==> src/rtl/seq_divider.sv <==
// Iterative restoring divider: one quotient bit per enabled cycle, done after DIVIDEND_W iterations (divide-by-zero: 1 cycle).
// start is taken only in IDLE; enable=0 freezes everything. Optional check_err output under `DIV_SELFCHECK_EN`.
module seq_divider #(
  parameter int DIVIDEND_W = 8,
  parameter int DIVISOR_W  = 4
) (
  input  logic                  clock,
  input  logic                  rst,
  input  logic                  enable,
  input  logic                  start,
  input  logic [DIVIDEND_W-1:0] dividend,
  input  logic [DIVISOR_W-1:0]  divisor,
  output logic [DIVIDEND_W-1:0] quotient,
  output logic [DIVISOR_W-1:0]  remainder,
  output logic                  busy,
  output logic                  done,
  output logic                  div_by_zero
`ifdef DIV_SELFCHECK_EN
  ,
  output logic                  check_err
`endif
);

  localparam int CNT_W = (DIVIDEND_W > 1) ? $clog2(DIVIDEND_W) : 1;

  typedef enum logic [1:0] {IDLE, CALC, DONE} state_t;

  state_t state, state_nxt;

  // dvd_q shifts the dividend out MSB-first while quotient bits enter at the LSB
  logic [DIVIDEND_W-1:0] dvd_q;
  logic [DIVISOR_W-1:0]  dvs_q;
  logic [DIVISOR_W:0]    prem_q;
  logic [CNT_W-1:0]      cnt_q;

  logic [DIVISOR_W+1:0]  shifted;
  logic [DIVISOR_W+1:0]  trial;
  logic                  qbit;
  logic [DIVISOR_W:0]    prem_nxt;
  logic [DIVIDEND_W-1:0] quo_nxt;

  always_ff @(posedge clock) begin
    if (rst) begin
      state <= IDLE;
    end else if (enable) begin
      state <= state_nxt;
    end
  end

  always_comb begin
    state_nxt = state;
    case (state)
      IDLE: if (start) state_nxt = (divisor == '0) ? DONE : CALC;
      CALC: if (cnt_q == '0) state_nxt = DONE;
      DONE: state_nxt = IDLE;
      default: state_nxt = IDLE;
    endcase
  end

  assign busy = (state != IDLE);
  assign done = (state == DONE);

  // Trial subtraction; the top bit of trial is the borrow
  always_comb begin
    shifted  = {prem_q, dvd_q[DIVIDEND_W-1]};
    trial    = shifted - {2'b00, dvs_q};
    qbit     = ~trial[DIVISOR_W+1];
    prem_nxt = qbit ? trial[DIVISOR_W:0] : shifted[DIVISOR_W:0];
    quo_nxt  = {dvd_q[DIVIDEND_W-2:0], qbit};
  end

`ifdef DIV_SELFCHECK_EN
  localparam int P_W = DIVIDEND_W + DIVISOR_W + 1;
  logic [DIVIDEND_W-1:0] dvd_cap;
  logic                  chk_bad;
  assign chk_bad = (P_W'(quo_nxt) * P_W'(dvs_q) + P_W'(prem_nxt)) != P_W'(dvd_cap);
`endif

  always_ff @(posedge clock) begin
    if (rst) begin
      quotient    <= '0;
      remainder   <= '0;
      div_by_zero <= 1'b0;
      dvd_q       <= '0;
      dvs_q       <= '0;
      prem_q      <= '0;
      cnt_q       <= '0;
`ifdef DIV_SELFCHECK_EN
      dvd_cap     <= '0;
      check_err   <= 1'b0;
`endif
    end else if (enable) begin
      case (state)
        IDLE: begin
          if (start) begin
            if (divisor == '0) begin
              quotient    <= '1;
              remainder   <= dividend[DIVISOR_W-1:0];
              div_by_zero <= 1'b1;
`ifdef DIV_SELFCHECK_EN
              check_err   <= 1'b0;
`endif
            end else begin
              dvd_q  <= dividend;
              dvs_q  <= divisor;
              prem_q <= '0;
              cnt_q  <= CNT_W'(DIVIDEND_W - 1);
`ifdef DIV_SELFCHECK_EN
              dvd_cap <= dividend;
`endif
            end
          end
        end
        CALC: begin
          dvd_q  <= quo_nxt;
          prem_q <= prem_nxt;
          if (cnt_q == '0) begin
            quotient    <= quo_nxt;
            remainder   <= prem_nxt[DIVISOR_W-1:0];
            div_by_zero <= 1'b0;
`ifdef DIV_SELFCHECK_EN
            check_err   <= chk_bad;
`endif
          end else begin
            cnt_q <= cnt_q - CNT_W'(1);
          end
        end
        default: ;
      endcase
    end
  end

endmodule

==> config.mk <==
export PLATFORM = sky130hd
export DESIGN_NAME = seq_divider
export DESIGN_NICKNAME = d
export VERILOG_FILES = /design/src/rtl/seq_divider.sv
export SDC_FILE = /design/constraint.sdc
export NUM_CORES = 1
export LEC_CHECK = 0
export ABC_AREA = 1
export BUFFER_PORTS_ARGS = -buffer_cell sky130_fd_sc_hd__buf_2
export CELL_PAD_IN_SITES_DETAIL_PLACEMENT = 1
export CELL_PAD_IN_SITES_GLOBAL_PLACEMENT = 1
export CORE_ASPECT_RATIO = 0.6
export CORE_MARGIN = 2
export CORE_UTILIZATION = 43
export CTS_BUF_LIST = sky130_fd_sc_hd__clkbuf_16
export CTS_CLUSTER_SIZE = 14
export DETAILED_ROUTE_END_ITERATION = 10
export GPL_TIMING_DRIVEN = 0
export PLACE_DENSITY_LB_ADDON = 0.1
export SLEW_MARGIN = 5
export SYNTH_ARGS = -nofsm -noshare
export SYNTH_HDL_FRONTEND = slang
export SYNTH_SLANG_ARGS = --single-unit
export TNS_END_PERCENT = 30
==> constraint.sdc <==
create_clock -name clock -period 3.5 [get_ports clock]
set_clock_uncertainty 0.1 [all_clocks]
set_input_delay 0.875 -clock clock [delete_from_list [all_inputs] [get_ports clock]]
set_output_delay 0.875 -clock clock [all_outputs]
set_load 0.05 [all_outputs]
* Word-level counts from Yosys, hierarchy flattened *
Cells that the tools add are included.

cells by class
  bitwise logic cells = 2
  reductions and logical operators = 10
  muxes and demuxes = 27
  $add $sub $neg = 2
  equality and inequality tests = 7

operators by type and width
  operator                                                            count
  8-bit two-way mux                                                   5
  8-bit case mux with 2 select lines                                  2
  5-bit two-way mux                                                   3
  4-bit two-way mux                                                   3
  2-bit != test, second input constant                                5
  5-bit case mux with 2 select lines                                  1
  5-bit AND reduction                                                 2
  3-bit two-way mux                                                   3
  4-bit case mux with 2 select lines                                  1
  4-bit AND reduction                                                 2
  2-bit two-way mux                                                   3
  3-bit case mux with 2 select lines                                  1
  6-bit by 4-bit subtractor with 6-bit output                         1
  4-bit logical NOT                                                   1
  2-bit case mux with 2 select lines                                  1
  2-bit nonzero test                                                  2
  3-bit logical NOT                                                   1
  1-bit two-way mux                                                   3
  3-bit AND reduction                                                 1
  3-bit by 1-bit subtractor with 3-bit output, second input constant  1
  2-bit by 1-bit == test with 1-bit output, second input constant     1
  2-bit == test, second input constant                                1
  2-bit logical NOT                                                   1
  1-bit inverter                                                      2
  1-bit case mux with 2 select lines                                  1

storage, ports and cells
  output and inout port bits = 15
  bits of input ports = 16
  logic and storage cells = 56
  bits in registers = 35

* Logic depth before layout (Yosys ltp) *
  word-level depth = 4
  gate-level depth with buffers = 12
  mapped depth without buffers = 12

* Worst setup path before layout *
Ideal clock, no wire load.

  path kind = reg-to-output
  start = register state[1]
  end = output port done
  required time = 2.525 ns
  path slack = 1.441 ns
  path buffers = 0
  arrival time = 1.084 ns
  stages on the path, launching flop included = 3
  cells stage by stage = dfxtp_1 -> inv_2 -> nor2_1

between the ends
  word-level cells in the longest chain between the ends = 1

RTL lines
  item                    RTL line  source
  from (decl)             28        state_t state, state_nxt;
  from (signal assigned)  46        state <= state_nxt;
  2-bit == test           61        assign done = (state == DONE);
  to (decl)               16        output logic done,

No other way between the ends.

* Worst setup path in the final report *
  start = register state[0]
  end = output port busy

between the ends
  word-level cells in the longest chain between the ends = 1

RTL lines
  item                RTL line  source
  2-bit nonzero test  60        assign busy = (state != IDLE);
  to (decl)           15        output logic busy,

No other way between the ends.

==> reports/results.txt <==
Post-synthesis register bit count: 35
Sw power: 433.2 µW
Final HPWL from detailed placement: 3801 µm
Setup bufs post-CTS: 0
Final Worst Setup Slack: 1.398 ns
Hold Buf Count CTS: 0
Initial antenna violation count: 0
DR vias: 1792
Reg2Reg Depth: 12
DIE AREA: 0.004840 mm²
Synth area leader: dfxtp_1
Max clock buf depth: 2
CTS tree: built
Post-placement cell area: 0.002062 mm²
Worst EP arrival: 1.13 ns
Max_cap viols: 0
Crit path to: busy
CTS Buf Count: 5
First drt pass iteration count: 4
Post-CTS resize count: 0
Synth warn: 0
Crit-path slowest cell: dfxtp_1
Tcrit/Tclk final: 60.07%
Die X: 88.49 µm
Hold Vio Cnt, Final: 0
Max-slew violations: 0
Reg power frac: 37.3%
CP max stage delay: 0.45 ns
ANT nets after route: 0
Net Count, Synth: 280
Worst rel slew slack: 56.50%
Global-route wire length before repair: 7907 µm
DR iter-0 viols: 58
Pre-CTS setup slack: 1.191 ns
Total Routing Usage GR: 22.33%
PortBufs: 29
Synth cell types: 33
Die H: 54.70 µm
Crit-path max FO: 5
Setup TNS: 0 ns
Area Overhead vs Synth: 19.36%
Synth top area cells: dfxtp_1, nand2_1, nor2_1, inv_1, a21oi_1
R2R Setup Slk: 1.50 ns
Static Leak: 0.001061 µW
Per-cell routed wire length: 14.18 µm
Gate power share: 29.6%
H-tree Lvls: 2
Crit. Startpoint: state[0]
Worst Hold Class: reg2reg
Core area: 0.004121 mm²
Fmax: 475.6 MHz
RD Place Congestion: 0.8111
GRT Residual Overflow: 0
Filler cells: 562
Mapped Cells: 257
Final Cell Area: 0.002198 mm²
Worst R2R End: remainder[3]
Status: finished, final reports clean
Final core occ: 53.34%
Clock transition at path regs: 0.06 ns
Fin crit period: 2.102 ns
Share of the synthesized area in the top cell type: 38.04%
N_diodes: 0
Layout cells sized above 1: 18.71%
Reg2reg start: dvs_q[3]
DRT Wirelength: 5021 µm
Critical path class: reg2out
DRC Markers: 0
Unrepaired setup endpoints after global routing: no
Setup violators final: 0
Largest net degree at the start of global routing: 11
Vias in the first global route: 1666
Starting density of the core: 44.69%
Post-Syn Area: 0.001842 mm²
Worst-Skew Late Latency: 0.28 ns
CP startpoint kind: flop
Via-to-Cell Ratio: 5.062
Core Rows: 18
Crit. End Element: primary output
WP data required: 2.52 ns
Switching part of the total power: 34.97%
Peak VDD IR: 0.3118 mV
TritonCTS Sinks: 35
Power per cell area: 563.6 mW/mm²
Ports: 31
Hold_ws: 0.3843 ns
Power share of the clock group: 33.1%
Average size of a mapped cell: 7.166 µm²
Worst-margin pin slew: 0.6526 ns
Sequential area share after synthesis: 38.04%
Root Buffer: clkbuf_16
Internal: 805.8 µW
Crit-path cells: nor2_2, inv_1, buf_2
Final #Nets: 316
-- cells in the mapped netlist (all sizes together) --
library cell and count:
a21oi 25, or2 1, dfxtp 35, buf 4
fa 1, o21bai 3, o21ai 20, clkinv 1
nand4 2, clkbuf 3, nand3 25, nor2 40
nand2 44, xor2 2, a211oi 3, a31oi 2
inv 37, nor3 3, ha 6
-- layout make-up --
class                           count  area [µm²]  share of cell area [%]
Clock inverter                      3       11.26                  0.5122
Tap cell                           60       75.07                   3.415
Inverter                           38       147.6                   6.716
Clock buffer                        5       125.1                   5.692
Multi-Input combinational cell    177       942.2                   42.86
Timing Repair Buffer               29       145.1                   6.602
Sequential cell                    35       700.7                   31.87
Buffer                              7       51.30                   2.334
-- cell usage in the layout, fill, tap and decap left out, types with 4 or more instances in the layout --
| cell | netlist | layout |
|---|---|---|
| a21oi_1 | 24 | 24 |
| buf_2 | 1 | 30 |
| clkbuf_16 | 0 | 5 |
| dfxtp_1 | 35 | 35 |
| ha_1 | 6 | 6 |
| inv_1 | 33 | 34 |
| nand2_1 | 39 | 39 |
| nand3_1 | 24 | 24 |
| nor2_1 | 37 | 37 |
| o21ai_0 | 15 | 15 |
| o21ai_1 | 4 | 4 |
-- kinds of logic after synthesis --
| family | after synthesis | synth area share, % |
|---|---|---|
| XOR/XNOR | 2 | 0.9513 |
| adder cells (fa/ha/maj) | 7 | 5.163 |
| AO/OA/AOI/OAI | 53 | 16.71 |
| buffers and inverters | 45 | 10.80 |
| flip-flops | 35 | 38.04 |
| AND/OR/NAND/NOR | 115 | 28.33 |
-- registers in the layout, summed over array words and instances, names as in the netlist --
name / flops
dvd_q: 8
remainder: 4
dvs_q: 4
cnt_q: 3
div_by_zero: 1
state: 2
quotient: 8
prem_q: 5
-- stage by stage --
| stage | total power, µW | instances |
|---|---|---|
| 2_1_floorplan | 739.6 | 257 |
| 3_3_place_gp | 821.0 | 346 |
| 3_5_place_dp | 833.2 | 346 |
| 4_1_cts | 1244 | 354 |
| 5_1_grt | 1314 | 354 |
| 6_report | 1239 | 354 |
-- worst min-delay path by stage --
stage	start	to	slack [ns]	cells after the start
2_1_floorplan	dvs_q[2]	dvs_q[2]	0.34	2
3_3_place_gp	dvd_q[2]	dvd_q[2]	0.37	2
3_5_place_dp	dvd_q[2]	quotient[3]	0.38	2
4_1_cts	dvd_q[2]	dvd_q[3]	0.39	2
5_1_grt	dvd_q[2]	quotient[3]	0.41	2
6_report	dvd_q[2]	dvd_q[3]	0.38	2
-- worst max-delay path, delay by kind of cell, from the launching register on --
kind,cells,cell delay [ns]
flip-flops,1,0.45
buffers and inverters,2,0.31
AND/OR/NAND/NOR,1,0.10
-- power groups by stage --
stage               Sequential [µW]  Combinational (µW)  Clock, µW
detailed placement              470                 363          0
finish                          462                 366        411
global route                    467                 409        438
global placement                469                 352          0
floorplan                       504                 236          0
CTS                             462                 366        416
-- metal layers --
| layer | wire [µm] | global-route usage, % | vias up |
|---|---|---|---|
| met4 | 26 | 4.545 | 0 |
| met3 | 237 | 5.732 | 5 |
| met1 | 2555 | 30.57 | 848 |
| met5 | 0 | 0 | - |
| li1 | - | - | 902 |
| met2 | 2201 | 36.09 | 37 |
No activity file was read; power rests on OpenSTA's default activity.
